`src/rtl/counter8_ctrl.sv`:
```
// Command-driven control stage for the 8-bit loadable counter: accepts STOP/LOAD/RUN/SETOE
// over valid/ready and generates en (prescaled), load, load_val and oe.
module counter8_ctrl #(
   parameter int   DIV_W  = 8,
   parameter logic OE_RST = 1'b0
) (
   input  logic       clk,
   input  logic       rst,
   input  logic       cmd_valid,
   output logic       cmd_ready,
   input  logic [1:0] cmd_op,
   input  logic [7:0] cmd_data,
   output logic       en,
   output logic       load,
   output logic [7:0] load_val,
   output logic       oe,
   output logic       running
);

   localparam logic [1:0] ST_IDLE = 2'd0;
   localparam logic [1:0] ST_RUN  = 2'd1;
   localparam logic [1:0] ST_LOAD = 2'd2;

   localparam logic [1:0] OP_STOP  = 2'b00;
   localparam logic [1:0] OP_LOAD  = 2'b01;
   localparam logic [1:0] OP_RUN   = 2'b10;
   localparam logic [1:0] OP_SETOE = 2'b11;

   logic [1:0]       r_state;
   logic             r_ret_run;
   logic [DIV_W-1:0] r_div;
   logic [DIV_W-1:0] r_pc;
   logic             r_load;
   logic [7:0]       r_load_val;
   logic             r_oe;
   logic             r_ready;

   logic [DIV_W-1:0] w_data_div;
   logic             w_accept;
   logic             w_pc_wrap;

   // Operand is zero-extended or truncated to the prescaler width.
   generate
      if (DIV_W > 8) begin : g_data_ext
         assign w_data_div = {{(DIV_W-8){1'b0}}, cmd_data};
      end else if (DIV_W == 8) begin : g_data_eq
         assign w_data_div = cmd_data;
      end else begin : g_data_trunc
         assign w_data_div = cmd_data[DIV_W-1:0];
      end
   endgenerate

   assign cmd_ready = r_ready & ~rst & (r_state != ST_LOAD);
   assign w_accept  = cmd_valid & cmd_ready;
   assign w_pc_wrap = (r_pc == r_div);

   assign en       = (r_state == ST_RUN) & w_pc_wrap;
   assign load     = r_load;
   assign load_val = r_load_val;
   assign oe       = r_oe;
   assign running  = (r_state == ST_RUN) | ((r_state == ST_LOAD) & r_ret_run);

   always_ff @(posedge clk) begin
      if (rst) begin
         r_state    <= ST_IDLE;
         r_ret_run  <= 1'b0;
         r_div      <= '0;
         r_pc       <= '0;
         r_load     <= 1'b0;
         r_load_val <= 8'h00;
         r_oe       <= OE_RST;
         r_ready    <= 1'b0;
      end else begin
         r_ready <= 1'b1;
         r_load  <= 1'b0;

         case (r_state)
            ST_RUN:  r_pc <= w_pc_wrap ? '0 : r_pc + DIV_W'(1);
            ST_LOAD: begin
               r_state <= r_ret_run ? ST_RUN : ST_IDLE;
               r_pc    <= '0;
            end
            ST_IDLE: r_pc <= '0;
            default: begin
               r_state <= ST_IDLE;
               r_pc    <= '0;
            end
         endcase

         // Never taken in LOAD since cmd_ready is low there.
         if (w_accept) begin
            case (cmd_op)
               OP_STOP: begin
                  r_state <= ST_IDLE;
                  r_pc    <= '0;
               end
               OP_LOAD: begin
                  r_state    <= ST_LOAD;
                  r_ret_run  <= (r_state == ST_RUN);
                  r_load     <= 1'b1;
                  r_load_val <= cmd_data;
                  r_pc       <= '0;
               end
               OP_RUN: begin
                  r_state <= ST_RUN;
                  r_div   <= w_data_div;
                  r_pc    <= '0;
               end
               OP_SETOE: r_oe <= cmd_data[0];
               default:  r_oe <= r_oe;
            endcase
         end
      end
   end

endmodule
```
`config.mk`:
```
export PLATFORM = sky130hd
export DESIGN_NAME = counter8_ctrl
export DESIGN_NICKNAME = d
export VERILOG_FILES = /design/src/rtl/counter8_ctrl.sv
export SDC_FILE = /design/constraint.sdc
export NUM_CORES = 1
export LEC_CHECK = 0
export BUFFER_PORTS_ARGS = -buffer_cell sky130_fd_sc_hd__buf_2
export CAP_MARGIN = 25
export CORE_MARGIN = 2
export CORE_UTILIZATION = 35
export DETAILED_ROUTE_END_ITERATION = 7
export SYNTH_ARGS = -nofsm -noshare
export SYNTH_HDL_FRONTEND = slang
export SYNTH_SLANG_ARGS = --single-unit
```
`constraint.sdc`:
```
create_clock -name clk -period 1.6 [get_ports clk]
set_input_delay 0.24 -clock clk [delete_from_list [all_inputs] [get_ports clk]]
set_output_delay 0.24 -clock clk [all_outputs]
set_load 0.01 [all_outputs]
```
==> impl_metrics.json, run 1 <==
{
  "worstSetupPathType": "flip-flop to primary output",
  "grt_pass1_wl_um": 5450,
  "drc": 0,
  "routedWlPerCell_um": 14.2,
  "ios": 26,
  "die_h_um": 66.9,
  "grt_pass1_vias": 1151,
  "syn_inst": 138,
  "cts-root-buf": "clkbuf_8",
  "setup_violations": 1,
  "critPathLaunchType": "flip-flop",
  "core_area_um2": 3740,
  "fmax_ghz": 0.604,
  "post-route-period-util_pct": 103,
  "power-per-cell-area_nw_per_um2": 875,
  "ys_ff_latch": 30,
  "fin_nets": 187,
  "drv_cap": 0,
  "p_leak_nw": 0.749,
  "required_ns": 1.36,
  "dieArea_um2": 4470,
  "cp_slowest_cell": "dfxtp_2",
  "arrival_ns": 1.42,
  "port_buffers": 25,
  "yosysSeqAreaShare_pct": 43.4,
  "wl_um": 3150,
  "worst_slack_ns": -0.0553,
  "overflow": 0,
  "insertion_delay_ns": 0.28,
  "cts_tree": "done",
  "failed_checks": "negative setup slack",
  "cp_top_family": "simple AND/OR/NAND/NOR gates",
  "area_growth_pct": 24.0,
  "max_stage_delay_ns": 0.34,
  "yosys_warnings": 0,
  "cp-end-kind": "primary output",
  "critPathBufInv": 1,
  "synth_enable_flop_cells": 0,
  "grt_start_max_net_pins": 16,
  "dieWidth_um": 66.9,
  "peakVddDrop_mv": 0.492,
  "synth_flop_cell": "dfxtp_1",
  "h-tree-depth": 2,
  "grtUsageTotal_pct": 16.2,
  "syn-num-nets": 152,
  "crit_chain": "xor2_2, nor4_4, and3_1, buf_2",
  "vias": 1160,
  "crit_path_max_fanout": 2,
  "rsz0062_at_grt": "yes",
  "nFillCells": 384,
  "status": "finished, violations left",
  "drt-initial-drc-count": 72,
  "avgSynthCellArea_um2": 10.0,
  "cts.sinks": 30,
  "cts_hold_buf": 0,
  "period_minus_slack_ns": 1.66,
  "ys_types": 39,
  "avgViaCountPerCell": 5.23,
  "antennaDiodeCount": 0,
  "num_rows": 22,
  "placed_cells": 213,
  "report.final.slew_viol_count": 0,
  "drtPass1Iterations": 4,
  "netlist_area_um2": 1380,
  "total_power_mw": 1.50,
  "clk_pin_slew_worst_paths_ns": 0.06,
  "slew_headroom_pct": 76.4,
  "worst_slew_pin_slew_ns": 0.352,
  "cts_buffer_depth": 2,
  "dp_slack_ns": 0.148,
  "start_util_pct": 37.0,
  "gp_congestion": 0.894,
  "drive_gt1_share_pct": 32.2,
  "stdcell_count": 222,
  "hpwlAfterDp_um": 2350,
  "cts_made_buffers": 5,
  "skew_ns": 0.00339,
  "detail-route-antenna-nets": 0,
  "hold_violations": 0,
  "synthArstFlopShare_pct": 0,
  "antenna_found_initial": 0,
  "hold_path.class": "input port to flip-flop"
}
==> power breakdown <==
group          switching, mW  internal (mW)  total [mW]
combinational         0.0667         0.0502       0.117
sequential           0.00746          0.755       0.763
clock                  0.276          0.346       0.622
total                  0.350           1.15        1.50
==> per-stage QoR <==
| stage | hold WS, ns | util [%] | area [µm²] | TNS [ns] |
|---|---|---|---|---|
| 2_1_floorplan | 0.309 | - | 1380 | 0 |
| 3_3_place_gp | 0.439 | 42.5 | 1590 | 0 |
| 3_5_place_dp | 0.443 | 42.5 | 1590 | 0 |
| 4_1_cts | 0.201 | 45.4 | 1700 | -0.0587 |
| 5_1_grt | 0.197 | 45.8 | 1720 | -0.114 |
| 6_report | 0.199 | 45.8 | 1720 | -0.0553 |
==> Yosys cell counts, types with 2 or more instances <==
cell type	count	area (µm²)
a211oi_1	5	37.5
a21oi_1	3	15.0
a221oi_1	3	26.3
and2b_1	4	30.0
buf_2	3	15.0
dfxtp_1	30	601
inv_1	8	30.0
mux2_1	3	33.8
mux2i_1	6	60.1
nand2_1	9	33.8
nand2b_1	2	12.5
nand3_1	5	25.0
nand3b_1	2	15.0
nand4_1	3	18.8
nor2b_1	2	12.5
nor4_4	2	42.5
o21ai_0	9	45.0
o311ai_0	5	43.8
o31ai_1	3	22.5
or3_1	3	18.8
xor2_1	10	87.6
==> state kept, by name (all words and copies together), names as in the netlist <==
signal	flops
load_val	8
r_pc	8
r_ready	1
oe	1
load	1
r_ret_run	1
r_state	2
r_div	8
==> worst reg2reg max path: cells and delay by family (launching register included) <==
family | cells | cell delay (ns)
flip-flops | 1 | 0.33
buffers and inverters | 2 | 0.40
AND/OR/NAND/NOR | 2 | 0.47
multiplexers | 1 | 0.19
==> layout by cell type, fill, tap and decap left out, drive strengths merged, types with 2 or more instances in the layout <==
cell type / instances
clkbuf: 7
nand4: 3
mux2i: 6
nand2: 9
nand3b: 2
o31ai: 3
a211oi: 5
nor2b: 2
nor3: 2
nor4: 2
a221oi: 3
and2b: 4
nand3: 6
buf: 34
nand2b: 2
or3: 3
o311ai: 7
inv: 8
o21ai: 9
mux2: 3
a21oi: 3
xor2: 10
dfxtp: 30
==> path summary, 6_finish.rpt <==
kind,start,to,slack (ns),cells past startpoint
worst max-delay path,r_div[2]$_SDFFE_PP0P_,en,-0.06,4
worst min-delay path,cmd_data[3],load_val[3]$_SDFFE_PP0P_,0.20,2
worst max register to register,r_state[1]$_SDFF_PP0_,load_val[2]$_SDFFE_PP0P_,0.14,5
worst min register to register,load_val[7]$_SDFFE_PP0P_,load_val[7]$_SDFFE_PP0P_,0.46,2
==> layout make-up <==
type	count	area (µm²)	share of cell area, %
Clock inverter	1	5.00	0.292
Tap cell	48	60.1	3.50
Timing Repair Buffer	34	196	11.5
Multi-Input combinational cell	94	723	42.2
Sequential cell	30	614	35.8
Inverter	8	30.0	1.75
Clock buffer	7	86.3	5.03
==> repair_timing <==
action	4_1_cts	5_1_grt
hold endpoints to repair	0	0
pin swaps	1	2
endpoints found under the setup margin	1	2
buffers inserted	1	0
gates resized for setup	6	5
==> metal layers <==
metal	wire, µm	track usage (%)	vias up
met5	0	0	-
met4	48	5.36	0
met3	162	5.07	7
met2	1430	25.3	33
met1	1500	21.1	543
li1	-	-	577
==> cells by family (layout without fill, tap and decap cells) <==
group                      count (synthesis)  count (layout)  synth area share [%]
muxes                                      9               9                  6.78
and+or+nand+nor                           40              40                  19.4
DFF                                       30              30                  43.4
xor gates and xnor gates                  11              11                  6.96
buffers and inverters                     14              50                  4.88
adders and majority gates                  1               1                 0.904
AOI/OAI and AO/OA                         33              33                  17.6
Power figures use the tool's default switching activity.
==> run 2, diff against run 1 <==
REMOVE_ABC_BUFFERS = 1   (was default)
==> run 2 against run 1 <==
Net effect:
- the run still ends with negative setup slack left
- setup slack got worse by 0.0094 ns
- clock power increased by 53%
- critical path depth unchanged
- critical path type unchanged
==> impl_metrics.json, run 2 (synthesis gave the netlist of run 1 again) <==
{
  "status": "finished, violations left",
  "failed_checks": "negative setup slack",
  "p_leak_nw": 0.780,
  "grtUsageTotal_pct": 15.4,
  "worst_slack_ns": -0.0647,
  "vias": 1156,
  "period_minus_slack_ns": 1.66,
  "cts_made_buffers": 5,
  "worstSetupPathType": "flip-flop to primary output",
  "cts_tree": "done",
  "rsz0062_at_grt": "yes",
  "critPathLaunchType": "flip-flop",
  "grt_start_max_net_pins": 16,
  "final_common_cell": "buf_2",
  "fmax_ghz": 0.601,
  "max_stage_delay_ns": 0.34,
  "port_buffers": 25,
  "insertion_delay_ns": 0.29,
  "worst_slew_pin_slew_ns": 0.340,
  "post-route-period-util_pct": 104,
  "grt_pass1_wl_um": 5030,
  "crit_chain": "xor2_2, nor4_4, and3_1, buf_2",
  "core_area_um2": 3740,
  "cts-root-buf": "clkbuf_8",
  "report.final.slew_viol_count": 0,
  "wl_um": 2990,
  "final_cell_mix": "buf_2 (25), dfxtp_1 (24), buf_4 (11)",
  "gp_congestion": 0.906,
  "hold_depth": 2,
  "grt_pass1_vias": 1139,
  "stdcell_count": 224,
  "detail-route-antenna-nets": 0,
  "critPathBufInv": 1,
  "crit_path_max_fanout": 2,
  "placed_cells": 213,
  "skew_ns": 0.00612,
  "hpwlAfterDp_um": 2280,
  "drive_gt1_share_pct": 34.1,
  "routedWlPerCell_um": 13.4,
  "drv_cap": 0,
  "cp_slowest_cell": "dfxtp_2",
  "hold_path.class": "input port to flip-flop",
  "arrival_ns": 1.42,
  "drt-initial-drc-count": 47,
  "h-tree-depth": 2,
  "fin_nets": 189,
  "die_h_um": 66.9,
  "area_growth_pct": 28.9,
  "cp_top_family": "simple AND/OR/NAND/NOR gates",
  "setup_violations": 1,
  "hold_violations": 0,
  "drtPass1Iterations": 4,
  "fin_hold_ws_ns": 0.191,
  "clk_pin_slew_worst_paths_ns": 0.06,
  "ios": 26,
  "cts.sinks": 30,
  "num_rows": 22,
  "required_ns": 1.36,
  "antenna_found_initial": 0,
  "r2r_cells": 5,
  "total_power_mw": 1.84,
  "peakVddDrop_mv": 0.552,
  "drc": 0,
  "cp-end-kind": "primary output",
  "avgViaCountPerCell": 5.16,
  "power-per-cell-area_nw_per_um2": 1030,
  "nFillCells": 354,
  "dieWidth_um": 66.9,
  "crit_cells": 4,
  "slew_headroom_pct": 77.2,
  "start_util_pct": 37.0,
  "cts_buffer_depth": 2,
  "antennaDiodeCount": 0,
  "dieArea_um2": 4470,
  "overflow": 0
}
run 2: changes by cell type in the layout (fill, tap and decap cells not counted), sizes merged:
cell,change
buf,+2
bufinv,+2
clkbuf,-1
clkinv,-1
run 2: cell type report:
| class | count | area (µm²) | share of cell area (%) |
|---|---|---|---|
| multi-input combinational | 94 | 733 | 41.1 |
| inverter | 8 | 30.0 | 1.68 |
| timing repair buffer | 36 | 208 | 11.6 |
| clock inverter | 2 | 60.1 | 3.37 |
| clock buffer | 6 | 82.6 | 4.63 |
| sequential | 30 | 611 | 34.2 |
| tap | 48 | 60.1 | 3.37 |
run 2: timing repair:
action,4_1_cts,5_1_grt
setup buffers,0,3
pin swaps,0,3
hold buffers,0,0
setup endpoints to repair,3,3
resized for setup,4,7
run 2: final timing paths:
check,slack (ns),start,to
worst max-delay path,-0.06,r_div[4]$_SDFFE_PP0P_,en
worst min-delay path,0.19,cmd_data[3],load_val[3]$_SDFFE_PP0P_
worst max register to register,0.18,r_pc[1]$_SDFF_PP0_,r_pc[6]$_SDFF_PP0_
worst min register to register,0.46,load_val[7]$_SDFFE_PP0P_,load_val[7]$_SDFFE_PP0P_
run 2: power by group:
group | switching, mW | internal [mW]
sequential | 0.00743 | 0.757
combinational | 0.0675 | 0.0545
clock | 0.287 | 0.664
total | 0.361 | 1.48
run 2: metrics by stage:
stage / setup slack, ns / TNS, ns / utilization (%) / area [µm²]
2_1_floorplan: -0.0776 / -0.233 / - / 1350
3_3_place_gp: 0.145 / 0 / 42.5 / 1590
3_5_place_dp: 0.161 / 0 / 42.5 / 1590
4_1_cts: -0.0618 / -0.0618 / 46.5 / 1740
5_1_grt: -0.114 / -0.114 / 47.7 / 1780
6_report: -0.0647 / -0.0647 / 47.7 / 1780
run 2: metal layers:
| metal | part of all wire (%) | global-route usage (%) | vias up |
|---|---|---|---|
| met5 | 0 | 0 | - |
| met4 | 2.0 | 8.93 | 0 |
| met3 | 5.6 | 4.90 | 6 |
| met2 | 44 | 23.4 | 34 |
| met1 | 48 | 19.1 | 539 |
| li1 | - | - | 577 |
